### src/rtl/alu_arb.sv
// alu_arb: two-port round-robin arbiter and sequencer for the shared ALU.
// Requests arrive on two valid/ready ports, are registered into a single
// issue stage (s1) that drives the ALU directly, and the combinational ALU
// result is captured one edge later into a 2-entry response FIFO belonging to
// the requester that issued it.
//
// Ports:
//   clk, rst_n         clock, asynchronous active-low reset
//   flush              synchronous discard of all in-flight work
//   req_*_0, req_*_1   request handshake, operands, select code and tag
//   rsp_*_0, rsp_*_1   response handshake, result and returned tag
//   alu_x/alu_y/alu_sel  operands to the ALU, alu_z its combinational result
module alu_arb #(
  parameter int XLEN = 64,
  parameter int TAGW = 4
) (
  input  logic            clk,
  input  logic            rst_n,
  input  logic            flush,
  input  logic            req_valid_0,
  output logic            req_ready_0,
  input  logic [XLEN-1:0] req_x_0,
  input  logic [XLEN-1:0] req_y_0,
  input  logic [3:0]      req_sel_0,
  input  logic [TAGW-1:0] req_tag_0,
  input  logic            req_valid_1,
  output logic            req_ready_1,
  input  logic [XLEN-1:0] req_x_1,
  input  logic [XLEN-1:0] req_y_1,
  input  logic [3:0]      req_sel_1,
  input  logic [TAGW-1:0] req_tag_1,
  output logic            rsp_valid_0,
  input  logic            rsp_ready_0,
  output logic [XLEN-1:0] rsp_z_0,
  output logic [TAGW-1:0] rsp_tag_0,
  output logic            rsp_valid_1,
  input  logic            rsp_ready_1,
  output logic [XLEN-1:0] rsp_z_1,
  output logic [TAGW-1:0] rsp_tag_1,
  output logic [XLEN-1:0] alu_x,
  output logic [XLEN-1:0] alu_y,
  output logic [3:0]      alu_sel,
  input  logic [XLEN-1:0] alu_z
);

  localparam int EW = XLEN + TAGW;

  logic [1:0]      req_valid;
  logic [1:0]      rsp_ready;
  logic [XLEN-1:0] req_x [2];
  logic [XLEN-1:0] req_y [2];
  logic [3:0]      req_sel [2];
  logic [TAGW-1:0] req_tag [2];

  logic [1:0] mine;
  logic [1:0] pop;
  logic [1:0] push;
  logic [1:0] elig;
  logic [1:0] grant;
  logic [1:0] occ [2];

  logic            s1_valid_q, s1_valid_d;
  logic            s1_id_q, s1_id_d;
  logic [XLEN-1:0] s1_x_q, s1_x_d;
  logic [XLEN-1:0] s1_y_q, s1_y_d;
  logic [3:0]      s1_sel_q, s1_sel_d;
  logic [TAGW-1:0] s1_tag_q, s1_tag_d;
  logic            last_grant_q, last_grant_d;

  logic [EW-1:0] mem_q [2][2];
  logic [1:0]    wptr_q;
  logic [1:0]    rptr_q;
  logic [1:0]    count_q [2];

  assign req_valid  = {req_valid_1, req_valid_0};
  assign rsp_ready  = {rsp_ready_1, rsp_ready_0};
  assign req_x[0]   = req_x_0;
  assign req_x[1]   = req_x_1;
  assign req_y[0]   = req_y_0;
  assign req_y[1]   = req_y_1;
  assign req_sel[0] = req_sel_0;
  assign req_sel[1] = req_sel_1;
  assign req_tag[0] = req_tag_0;
  assign req_tag[1] = req_tag_1;

  // Per-port occupancy counts the op sitting in s1 plus the FIFO entries, so
  // a port can never hold more results than its FIFO can absorb. A pop in the
  // same cycle frees a slot early, which is what lets a full port keep
  // streaming at one op per cycle. Ties go to the port not granted last.
  // Ready is forced low while reset is asserted.
  always_comb begin
    for (int p = 0; p < 2; p++) begin
      mine[p] = s1_valid_q & (s1_id_q == p[0]);
      pop[p]  = (count_q[p] != 2'd0) & rsp_ready[p];
      push[p] = mine[p] & ~flush;
      occ[p]  = {1'b0, mine[p]} + count_q[p];
      elig[p] = ~flush & (({1'b0, occ[p]} - {2'b0, pop[p]}) < 3'd2);
    end
    grant[0] = rst_n & req_valid[0] & elig[0] &
               (~(req_valid[1] & elig[1]) | last_grant_q);
    grant[1] = rst_n & req_valid[1] & elig[1] &
               (~(req_valid[0] & elig[0]) | ~last_grant_q);
  end

  assign req_ready_0 = grant[0];
  assign req_ready_1 = grant[1];

  // Issue stage next state: load the granted request, otherwise hold the data
  // and just drop the valid bit. Flush leaves port 0 favoured for the next tie.
  always_comb begin
    s1_valid_d   = |grant;
    s1_id_d      = s1_id_q;
    s1_x_d       = s1_x_q;
    s1_y_d       = s1_y_q;
    s1_sel_d     = s1_sel_q;
    s1_tag_d     = s1_tag_q;
    last_grant_d = last_grant_q;
    if (grant[0]) begin
      s1_id_d      = 1'b0;
      s1_x_d       = req_x[0];
      s1_y_d       = req_y[0];
      s1_sel_d     = req_sel[0];
      s1_tag_d     = req_tag[0];
      last_grant_d = 1'b0;
    end else if (grant[1]) begin
      s1_id_d      = 1'b1;
      s1_x_d       = req_x[1];
      s1_y_d       = req_y[1];
      s1_sel_d     = req_sel[1];
      s1_tag_d     = req_tag[1];
      last_grant_d = 1'b1;
    end
    if (flush) begin
      last_grant_d = 1'b1;
    end
  end

  // Issue stage and round-robin pointer registers.
  always_ff @(posedge clk or negedge rst_n) begin
    if (!rst_n) begin
      s1_valid_q   <= 1'b0;
      s1_id_q      <= 1'b0;
      s1_x_q       <= '0;
      s1_y_q       <= '0;
      s1_sel_q     <= '0;
      s1_tag_q     <= '0;
      last_grant_q <= 1'b1;
    end else begin
      s1_valid_q   <= s1_valid_d;
      s1_id_q      <= s1_id_d;
      s1_x_q       <= s1_x_d;
      s1_y_q       <= s1_y_d;
      s1_sel_q     <= s1_sel_d;
      s1_tag_q     <= s1_tag_d;
      last_grant_q <= last_grant_d;
    end
  end

  assign alu_x   = s1_x_q;
  assign alu_y   = s1_y_q;
  assign alu_sel = s1_sel_q;

  // Response FIFOs, one per port. The s1 result is written at the edge after
  // issue; simultaneous push and pop on one FIFO leave its count unchanged.
  // Flush resets the bookkeeping only; stale storage is never visible because
  // the count is zero.
  always_ff @(posedge clk or negedge rst_n) begin
    if (!rst_n) begin
      for (int p = 0; p < 2; p++) begin
        for (int e = 0; e < 2; e++) begin
          mem_q[p][e] <= '0;
        end
        count_q[p] <= 2'd0;
      end
      wptr_q <= 2'b00;
      rptr_q <= 2'b00;
    end else if (flush) begin
      for (int p = 0; p < 2; p++) begin
        count_q[p] <= 2'd0;
      end
      wptr_q <= 2'b00;
      rptr_q <= 2'b00;
    end else begin
      for (int p = 0; p < 2; p++) begin
        if (push[p]) begin
          mem_q[p][wptr_q[p]] <= {alu_z, s1_tag_q};
          wptr_q[p]           <= ~wptr_q[p];
        end
        if (pop[p]) begin
          rptr_q[p] <= ~rptr_q[p];
        end
        count_q[p] <= count_q[p] + {1'b0, push[p]} - {1'b0, pop[p]};
      end
    end
  end

  assign rsp_valid_0          = count_q[0] != 2'd0;
  assign rsp_valid_1          = count_q[1] != 2'd0;
  assign {rsp_z_0, rsp_tag_0} = mem_q[0][rptr_q[0]];
  assign {rsp_z_1, rsp_tag_1} = mem_q[1][rptr_q[1]];

endmodule

### config.mk
export PLATFORM = sky130hd
export DESIGN_NAME = alu_arb
export DESIGN_NICKNAME = d
export VERILOG_FILES = /design/src/rtl/alu_arb.sv
export SDC_FILE = /design/constraint.sdc
export NUM_CORES = 1
export LEC_CHECK = 0
export ABC_AREA = 1
export CELL_PAD_IN_SITES_DETAIL_PLACEMENT = 1
export CELL_PAD_IN_SITES_GLOBAL_PLACEMENT = 1
export CORE_UTILIZATION = 36
export DETAILED_ROUTE_END_ITERATION = 8
export GPL_TIMING_DRIVEN = 0
export HOLD_SLACK_MARGIN = 0.03
export PLACE_DENSITY_LB_ADDON = 0.1
export SKIP_CTS_REPAIR_TIMING = 1
export SLEW_MARGIN = 20
export SYNTH_ARGS = -nofsm -noshare
export SYNTH_HDL_FRONTEND = slang
export SYNTH_SLANG_ARGS = --single-unit
### constraint.sdc
create_clock -name clk -period 3.3 [get_ports clk]
set_input_delay 0.33 -clock clk [delete_from_list [all_inputs] [get_ports clk]]
set_output_delay 0.33 -clock clk [all_outputs]
set_load 0.005 [all_outputs]
==> metrics <==
row count 86; post-synthesis register bit count 419; Hold Path Sink count_q[1]$_DFF_PN0_; initial antenna violation count 30; wire length per cell 20.1 um; CP cell instances clkbuf_1, clkbuf_2, clkbuf_2, nand2_1, nand2_1, clkdlybuf4s50_1; Mapped Avg Cell Area 7.40 sq um; CP endpoint kind output port; Vias 20.4k; Hold Startpoint flush; Max Slew Vio Count 0; Synth-to-Final Area Change 44.6%; H-tree depth 2; synthesized cell area 0.0202 sq mm; CP Class reg -> out; endpoints failing setup 0; leak pwr 15.2 nW; setup ws final 122 ps; Reg clk slew, reported paths 60 ps; min cycle time layout 3180 ps; max cap viols 0; Synth area leaders dfrtp_1 (52%), nand2_1 (21%), o21ai_0 (6.8%); post-layout util 52.8%; Initial Util 36.5%; hold path depth 2; die width 239 um; worst-skew pair later-pin latency 600 ps; clock sinks 419; capturing point of the worst reg2reg path mem_q[200]$_DFFE_PN0P_; reg2reg setup slack 960 ps; Worst R2R Path Depth 8; total power 22.0 mW; peak supply drop 0.437 mV; vias in the first global route 21.7k; Final Hold Vio Count 0; 1st-iter DRT viols 1053; slowest cell on the critical path clkdlybuf4s50_1; FF-to-FF Start s1_id_q$_DFFE_PN0P_; worst endpoint data arrival time 2850 ps; dpl cells 4095; Num CTS Buffers 50; Synth top area share 51.8%; Max Fclk 315 MHz; global-route wire length before repair 127000 um; drt drc 0; Worst slew margin 54.8%; CTS tree built; 1st-pass router iterations 5; IO Pins 615; total grt overflow 0; IO buf count 613; worst slew pin tran 678 ps; period utilization 96.3%; die area 0.0571 sq mm; Post-DP HPWL 64200 um; Setup Skew 23.3 ps; slowest stage delay, CP 560 ps; GP Congestion 0.891; Hold Crit Class in -> reg; YS warnings 0; CORE AREA 0.0553 sq mm; Root Driver clkbuf_16; Routed WL 84500 um; status finished, final reports clean; register area share after synthesis 51.9%; synth unique cells 22; DIE HEIGHT 239 um; PwrDens 754 mW/mm^2; clock tree buffer depth 3; Routed Antenna Nets 0; unrepaired setup endpoints after global routing false; total track usage 29.3%; Post-Place Setup Slack -2.36 ps; vias per cell 4.85; final instance count without filler cells 4207; largest net degree at the start of global routing 96; final net count 3753; Post-DP Area 0.0274 sq mm; Mapped Nets 3077; critical path required time 2970 ps; CP Launch Type flip-flop; Synth Instances 2730; area leader, netlist dfrtp_1; critical path fanouts, max 10; post-route cell area 0.0292 sq mm; share of cells above drive strength 1 5.35%
-- Yosys cell counts, drive strengths merged --
cell,number
nand2,1110
dfrtp,418
inv,361
o21ai,275
nor2,203
nand3b,95
nand3,93
buf,85
clkbuf,78
ha,4
a21oi,2
xnor2,2
xor2,2
dfstp,1
or2,1
-- cells in the final DEF, fill, tap and decap left out, types with 4 or more instances in the layout --
master / synthesis / routed
nand3b_1: 95 / 95
clkbuf_2: 0 / 6
clkbuf_8: 0 / 12
buf_4: 10 / 11
nand2_1: 1109 / 1108
clkbuf_1: 78 / 82
clkdlybuf4s50_1: 0 / 612
nor2_1: 203 / 202
o21ai_0: 275 / 275
inv_2: 5 / 5
buf_16: 0 / 8
clkinv_2: 0 / 11
ha_1: 4 / 4
nand3_1: 92 / 92
diode_2: 0 / 18
buf_2: 67 / 66
clkbuf_16: 0 / 51
inv_1: 355 / 355
buf_1: 5 / 5
dfrtp_1: 418 / 418
-- worst max path at each step --
stage / startpoint / endpoint / slack [ps] / depth (start not counted)
finish: rptr_q[0]$_DFFE_PN0P_ / rsp_z_0[54] / 120 / 6
global route: rptr_q[1]$_DFFE_PN0P_ / rsp_z_1[31] / 10 / 6
CTS: rptr_q[0]$_DFFE_PN0P_ / rsp_z_0[42] / -330 / 6
detailed placement: rst_n / req_ready_0 / -2 / 9
global placement: rst_n / alu_x[47]$_DFFE_PN0P_ / -17440 / 1
floorplan: s1_valid_q$_DFF_PN0_ / req_ready_0 / 1660 / 10
-- sequential cells by signal, indices dropped and copies added, names as in the netlist, 2 cells and up --
register  flops
s1_tag_q      4
count_q       4
wptr_q        2
alu_x        64
alu_sel       4
rptr_q        2
mem_q       272
alu_y        64
-- power by group --
| group | switching (mW) | internal (mW) | total (mW) | leakage (nW) |
|---|---|---|---|---|
| combinational | 4.23 | 4.30 | 8.53 | 9.07 |
| sequential | 1.05 | 6.98 | 8.03 | 5.28 |
| clock | 2.28 | 3.18 | 5.46 | 0.807 |
-- critical path: cells and delay by family, from the launching register on --
family                 cells  cell delay, ps
buffers and inverters      4            1720
and+or+nand+nor            2             200
DFF                        1             320
-- routing by layer --
metal  share of wire (%)  vias up  wire length, um  track usage, %
met2                  50      556            42500            51.1
met1                  39    10100            33200            34.2
met5                0.17        -              142               0
li1                    -     9584                -               -
met4                 4.1       22             3430            12.3
met3                 6.2      178             5220            7.00
-- layout make-up --
| cell class | count | area, sq um |
|---|---|---|
| plain buffers | 163 | 766 |
| inverters | 361 | 1360 |
| diodes | 18 | 45.0 |
| clock buffers | 73 | 1480 |
| multi-input cells | 1787 | 7600 |
| fillers | 6918 | 26100 |
| repair buffers | 624 | 6400 |
| well taps | 748 | 936 |
| flip-flops and latches | 419 | 10500 |
| clock inverters | 14 | 145 |
-- cell families (layout without fill, tap and decap cells) --
group                      after synthesis  in the layout  synth area share, %
and+or+nand+nor                       1502           1502                 30.3
buffers and inverters                  524           1235                 10.5
DFF                                    419            419                 51.9
AOI/OAI and AO/OA                      277            277                 6.86
adders and majority gates                4              4                0.248
xor gates and xnor gates                 4              4                0.173
other                                    0             18                    0
-- per-stage QoR --
| step | hold WS (ps) | TNS [ps] |
|---|---|---|
| global route | 36.0 | 0 |
| floorplan | 34.4 | 0 |
| global placement | 464 | -9463510 |
| CTS | -251 | -6810 |
| detailed placement | 395 | -2.36 |
| finish | 28.2 | 0 |
Power figures use the tool's default switching activity.
